$ cat src/rtl/substantivo_pkg.sv
`default_nettype none
// +--------------------------------------------------------------------+
// | substantivo_pkg                                                    |
// | Shared types and default codes for the noun classifier.            |
// | Revision: 1.0                                                      |
// +--------------------------------------------------------------------+
package substantivo_pkg;

   // FSM state, visible on the estado output
   typedef enum logic [2:0] {
      ST_INICIO   = 3'd0,
      ST_CONCRETO = 3'd1,
      ST_ABSTRATO = 3'd2,
      ST_NOMEP    = 3'd3,
      ST_FIM      = 3'd4
   } estado_t;

   // Noun class, shared by tipo and maioria
   typedef enum logic [1:0] {
      TIPO_NENHUM   = 2'b00,
      TIPO_CONCRETO = 2'b01,
      TIPO_ABSTRATO = 2'b10,
      TIPO_NOMEP    = 2'b11
   } tipo_t;

   // Result of decoding one input code
   typedef enum logic [2:0] {
      DEC_CONCRETO = 3'd0,
      DEC_ABSTRATO = 3'd1,
      DEC_NOMEP    = 3'd2,
      DEC_FIM      = 3'd3,
      DEC_INVALIDO = 3'd4
   } decode_t;

   localparam int C_COD_CONCRETO = 7;
   localparam int C_COD_ABSTRATO = 9;
   localparam int C_COD_NOMEP    = 10;
   localparam int C_COD_FIM0     = 0;
   localparam int C_COD_FIM1     = 1;

endpackage
`default_nettype wire

$ cat src/rtl/sincroniza_borda.sv
`default_nettype none
// +--------------------------------------------------------------------+
// | sincroniza_borda                                                   |
// | Two-flop synchroniser for an asynchronous key plus a one-clock     |
// | pulse on its rising edge.                                          |
// | Revision: 1.0                                                      |
// +--------------------------------------------------------------------+
module sincroniza_borda (
   input  logic clock,
   input  logic reset,
   input  logic entrada,
   output logic pulso
);

   logic r_s1;
   logic r_s2;
   logic r_s3;

   // Two metastability flops followed by a delay flop for edge detection
   always_ff @(posedge clock or negedge reset) begin
      if (!reset) begin
         r_s1 <= 1'b0;
         r_s2 <= 1'b0;
         r_s3 <= 1'b0;
      end else begin
         r_s1 <= entrada;
         r_s2 <= r_s1;
         r_s3 <= r_s2;
      end
   end

   assign pulso = r_s2 & ~r_s3;

endmodule
`default_nettype wire

$ cat src/rtl/classificador_substantivos.sv
`default_nettype none
// +--------------------------------------------------------------------+
// | classificador_substantivos                                         |
// | Classifies strobed noun codes, keeps saturating per-class counts   |
// | and reports the majority class when a sentence is closed.          |
// | Revision: 1.0                                                      |
// +--------------------------------------------------------------------+
module classificador_substantivos
   import substantivo_pkg::*;
#(
   parameter int NOTA_W       = 5,
   parameter int CONT_W       = 8,
   parameter int COD_CONCRETO = C_COD_CONCRETO,
   parameter int COD_ABSTRATO = C_COD_ABSTRATO,
   parameter int COD_NOMEP    = C_COD_NOMEP,
   parameter int COD_FIM0     = C_COD_FIM0,
   parameter int COD_FIM1     = C_COD_FIM1
) (
   input  logic              clock,
   input  logic              reset,
   input  logic              ok,
   input  logic [NOTA_W-1:0] nota,
   output logic [2:0]        estado,
   output logic [1:0]        tipo,
   output logic              fim,
   output logic [1:0]        maioria,
   output logic              erro,
   output logic [CONT_W-1:0] cont_concreto,
   output logic [CONT_W-1:0] cont_abstrato,
   output logic [CONT_W-1:0] cont_nomep
);

   logic              w_ok_p;
   decode_t           w_dec;
   estado_t           r_estado, w_estado_n;
   tipo_t             r_tipo, w_tipo_n;
   tipo_t             r_maioria, w_maioria_n;
   logic              r_erro, w_erro_n;
   logic [CONT_W-1:0] r_cc, r_ca, r_cn;
   logic [CONT_W-1:0] w_cc_n, w_ca_n, w_cn_n;

   sincroniza_borda u_sincroniza_ok (
      .clock   (clock),
      .reset   (reset),
      .entrada (ok),
      .pulso   (w_ok_p)
   );

   // Counters stop at all-ones instead of wrapping
   function automatic logic [CONT_W-1:0] sat_inc(input logic [CONT_W-1:0] v);
      return (&v) ? v : v + 1'b1;
   endfunction

   // Largest count wins; ties go to the later class in nomep > abstrato > concreto
   function automatic tipo_t majoritaria(input logic [CONT_W-1:0] c,
                                         input logic [CONT_W-1:0] a,
                                         input logic [CONT_W-1:0] n);
      if ((c | a | n) == '0)
         return TIPO_NENHUM;
      else if (n >= a && n >= c)
         return TIPO_NOMEP;
      else if (a >= c)
         return TIPO_ABSTRATO;
      else
         return TIPO_CONCRETO;
   endfunction

   // Decode the sampled code; noun codes take precedence if a code is shared
   always_comb begin
      w_dec = DEC_INVALIDO;
      if (nota == NOTA_W'(COD_CONCRETO))
         w_dec = DEC_CONCRETO;
      else if (nota == NOTA_W'(COD_ABSTRATO))
         w_dec = DEC_ABSTRATO;
      else if (nota == NOTA_W'(COD_NOMEP))
         w_dec = DEC_NOMEP;
      else if (nota == NOTA_W'(COD_FIM0) || nota == NOTA_W'(COD_FIM1))
         w_dec = DEC_FIM;
   end

   // State, class, majority, error and counter registers
   always_ff @(posedge clock or negedge reset) begin
      if (!reset) begin
         r_estado  <= ST_INICIO;
         r_tipo    <= TIPO_NENHUM;
         r_maioria <= TIPO_NENHUM;
         r_erro    <= 1'b0;
         r_cc      <= '0;
         r_ca      <= '0;
         r_cn      <= '0;
      end else begin
         r_estado  <= w_estado_n;
         r_tipo    <= w_tipo_n;
         r_maioria <= w_maioria_n;
         r_erro    <= w_erro_n;
         r_cc      <= w_cc_n;
         r_ca      <= w_ca_n;
         r_cn      <= w_cn_n;
      end
   end

   // Next-state logic; nothing moves except on a confirmed key pulse
   always_comb begin
      w_estado_n  = r_estado;
      w_tipo_n    = r_tipo;
      w_maioria_n = r_maioria;
      w_erro_n    = 1'b0;
      w_cc_n      = r_cc;
      w_ca_n      = r_ca;
      w_cn_n      = r_cn;
      if (w_ok_p) begin
         case (w_dec)
            DEC_CONCRETO, DEC_ABSTRATO, DEC_NOMEP: begin
               // A noun after a closed sentence starts a fresh one
               if (r_estado == ST_FIM) begin
                  w_cc_n      = '0;
                  w_ca_n      = '0;
                  w_cn_n      = '0;
                  w_maioria_n = TIPO_NENHUM;
               end
               case (w_dec)
                  DEC_CONCRETO: begin
                     w_cc_n     = sat_inc(w_cc_n);
                     w_estado_n = ST_CONCRETO;
                     w_tipo_n   = TIPO_CONCRETO;
                  end
                  DEC_ABSTRATO: begin
                     w_ca_n     = sat_inc(w_ca_n);
                     w_estado_n = ST_ABSTRATO;
                     w_tipo_n   = TIPO_ABSTRATO;
                  end
                  default: begin
                     w_cn_n     = sat_inc(w_cn_n);
                     w_estado_n = ST_NOMEP;
                     w_tipo_n   = TIPO_NOMEP;
                  end
               endcase
            end
            DEC_FIM: begin
               // A repeated end code leaves the closed sentence untouched
               if (r_estado != ST_FIM) begin
                  w_estado_n  = ST_FIM;
                  w_maioria_n = majoritaria(r_cc, r_ca, r_cn);
               end
            end
            default: w_erro_n = 1'b1;
         endcase
      end
   end

   assign estado        = r_estado;
   assign tipo          = r_tipo;
   assign fim           = (r_estado == ST_FIM);
   assign maioria       = r_maioria;
   assign erro          = r_erro;
   assign cont_concreto = r_cc;
   assign cont_abstrato = r_ca;
   assign cont_nomep    = r_cn;

endmodule
`default_nettype wire

$ cat config.mk
export PLATFORM = sky130hd
export DESIGN_NAME = classificador_substantivos
export DESIGN_NICKNAME = d
export VERILOG_FILES = /design/src/rtl/substantivo_pkg.sv /design/src/rtl/sincroniza_borda.sv /design/src/rtl/classificador_substantivos.sv
export SDC_FILE = /design/constraint.sdc
export NUM_CORES = 1
export LEC_CHECK = 0
export ABC_AREA = 1
export BUFFER_PORTS_ARGS = -buffer_cell sky130_fd_sc_hd__buf_2
export CORE_MARGIN = 10
export CORE_UTILIZATION = 58
export CTS_CLUSTER_SIZE = 14
export DETAILED_ROUTE_END_ITERATION = 16
export GPL_ROUTABILITY_DRIVEN = 0
export PLACE_DENSITY = 0.87
export SYNTH_ARGS = -nofsm -noshare
export SYNTH_HDL_FRONTEND = slang
export SYNTH_SLANG_ARGS = --single-unit
$ cat constraint.sdc
create_clock -name clock -period 2.3 [get_ports clock]
set_clock_uncertainty 0.1 [all_clocks]
set_input_delay 0.115 -clock clock [delete_from_list [all_inputs] [get_ports clock]]
set_output_delay 0.115 -clock clock [all_outputs]
set_load 0.05 [all_outputs]
==> metrics.md <==
| Metric | Value |
|---|---|
| CTS Buf Count | `5` |
| Worst endpoint required time | `2.38 ns` |
| TritonCTS clock tree | `built` |
| Final Max Tran Viols | `0` |
| Fin crit share | `91.2%` |
| Final setup TNS | `0 ns` |
| Worst reg2reg path endpoint | `cont_concreto[1]` |
| Nets@finish | `519` |
| CP peak stage delay | `0.42 ns` |
| Layout cell share with drive strength beyond 1 | `15.9%` |
| Clk buf depth | `2` |
| Starting density of the core | `60.8%` |
| Most common cell on crit path | `nor2_1` |
| DR WL/cell | `14.4 µm` |
| Data arrival time of the critical path | `2.18 ns` |
| Cell variety after synth | `28` |
| Aggregate global-route resource usage | `19.7%` |
| Routed vias/inst | `5.44` |
| Maximum fanout along the worst path | `9` |
| Die Area | `0.00829 mm²` |
| First-pass GRT wire length | `13.8 mm` |
| Post-layout min period | `2.10 ns` |
| Vias in the first global route | `2,960` |
| Hold path startpoint | `nota[3]` |
| Vias | `2,961` |
| Die H | `91.1 µm` |
| DRC Markers | `0` |
| ANT cells | `0` |
| Reg clk slew, reported paths | `0.08 ns` |
| Avg Cell Area, Syn | `6.83 µm²` |
| Max-cap violations | `0` |
| R2R setup slack | `0.20 ns` |
| Pre-antenna DRT Iters | `6` |
| Design Area, Final | `0.00333 mm²` |
| Die width | `91.1 µm` |
| Fmax achieved | `0.477 GHz` |
| Largest net degree at the start of global routing | `36` |
| Placed Area | `0.00320 mm²` |
| Crit end category | `register` |
| Number of clock sinks | `35` |
| Final Core Density | `69.2%` |
| CTS root buf | `clkbuf_8` |
| Critical path cell sequence | `nor2_2, nand2_2, clkinv_4, nor2_1, ha_1, nand4_1, nor2_1, nor2_1, nand2_1, nand3_1, nand2_1` |
| Slew headroom | `43.6%` |
| Slowest cell on crit path | `dfrtp_2` |
| Area grow syn2layout | `13.8%` |
| Most frequent cells in the layout | `nand2_1, inv_1, nor2_1` |
| Initial antenna violation count | `0` |
| Core Region | `0.00482 mm²` |
| Post-DP HPWL | `5.88 mm` |
| Critical path startpoint category | `register` |
| Endpoints failing hold | `0` |
| Most common cell after layout, fill and taps aside | `nand2_1` |
| Input/output buffers | `40` |
| Reg2reg path depth | `11` |
| Hold Path Stages | `5` |
| Cells after Synth | `429` |
| Grt ovf | `0` |
| Synth Cell Area | `0.00293 mm²` |
| Status | `completed` |
| Peak supply drop | `0.448 mV` |
| LEAKAGE | `1.91 nW` |
| Pwr dens | `697 mW/mm²` |
| HP Class | `input port to register` |
| Yosys warnings | `0` |
| H-Tree Depth | `2` |
| I/O pins | `41` |
| Initial DRC Count | `160` |
| Site row count | `25` |
| Share of the synthesized area in the top cell type | `29.9%` |
| Area leader, netlist | `dfrtp_1` |
| Synth Net Count | `472` |
| Yosys reg bits | `35` |
| DRT Wirelength | `7.83 mm` |
| Sequential share of the synthesized area | `29.9%` |
| RSZ-0062 raised after global routing | `no` |
| Endpoints failing setup | `0` |
| Post-DRT Antenna Nets | `0` |
| Place WS | `0.237 ns` |
| Fin worst setup slack | `0.202 ns` |
| CP top delay family | `simple AND/OR/NAND/NOR gates` |
| Clock latency on the worst-skew pair | `0.30 ns` |
| Top post-synthesis cells by area | `dfrtp_1, nand2_1, ha_1` |
| Hold Crit Endpoint | `estado[1]` |
| Critical path class | `register to register` |
| Worst-margin pin slew | `0.846 ns` |
| FF-to-FF Start | `estado[1]` |
| Worst Path Buf+Inv | `1` |
-- registers in the layout, summed over array words and instances, names as in the netlist --
name and flops:
cont_abstrato 8, cont_concreto 8, cont_nomep 8, erro 1, estado 3, maioria 2
tipo 2, u_sincroniza_ok.r_s1 1, u_sincroniza_ok.r_s2 1, u_sincroniza_ok.r_s3 1
-- layout make-up --
class | count | area [µm²]
multi-input cells | 321 | 1760
fillers | 426 | 1480
flip-flops and latches | 35 | 878
inverters | 67 | 256
repair buffers | 46 | 250
clock buffers | 7 | 96.3
well taps | 67 | 83.8
clock inverters | 1 | 7.51
-- timing repair --
item / CTS / global route
resized for setup: 0 / 4
setup endpoints to repair: 0 / 6
hold endpoints to repair: 36 / 0
hold buffers: 2 / 0
buffers inserted: 0 / 0
-- where the power goes --
part | internal, W | switching (W)
clock | 0.000273 | 0.000242
combinational | 0.000317 | 0.000710
sequential | 0.000692 | 0.0000895
-- worst max path at each step --
| stage | to | slack [ns] | cells past startpoint | start |
|---|---|---|---|---|
| 6_report | cont_concreto[1] | 0.20 | 11 | estado[1] |
| 3_3_place_gp | cont_abstrato[4] | 0.29 | 13 | estado[2] |
| 2_1_floorplan | cont_concreto[2] | 0.05 | 12 | estado[2] |
| 5_1_grt | cont_abstrato[3] | 0.03 | 13 | estado[2] |
| 4_1_cts | cont_abstrato[3] | 0.20 | 13 | estado[2] |
| 3_5_place_dp | cont_abstrato[3] | 0.24 | 13 | estado[2] |
-- cell families (layout without fill, tap and decap cells) --
group	count (synthesis)	in the layout	synth area share, %
compound gates	35	35	6.41
xor+xnor	4	4	1.20
fa+ha+maj	35	35	15.0
buf+inv	73	121	10.3
flops	35	35	29.9
simple gates	247	247	37.2
-- per-layer routing --
metal	routed length, µm	track usage, %
met5	0	0
met4	178	7.05
met3	568	4.36
met2	3790	33.3
met1	3300	24.1
-- worst min-delay path, stage by stage --
cell	delay, ns
buf_2	0.10
nor2_1	0.05
nand3_2	0.10
nand2_1	0.08
nand2_1	0.06
-- cell usage after synthesis (all sizes together) --
master and n:
dfrtp 35, nor2 63, a21o 1, nand2 130
ha 35, clkinv 1, nand3 40, buf 6
inv 66, o21a 1, xnor2 2, nand4 7
xor2 2, o21ai 18, nor3 1, a21oi 12
nand3b 6, o21bai 3
-- stage by stage --
step | std cells | hold WS (ns) | total power, W
2_1_floorplan | 429 | -0.281 | 0.00154
3_3_place_gp | 534 | 0.122 | 0.00177
3_5_place_dp | 534 | 0.125 | 0.00181
4_1_cts | 544 | 0.134 | 0.00233
5_1_grt | 544 | 0.170 | 0.00251
6_report | 544 | 0.135 | 0.00232
(Power assumes the default switching activity.)
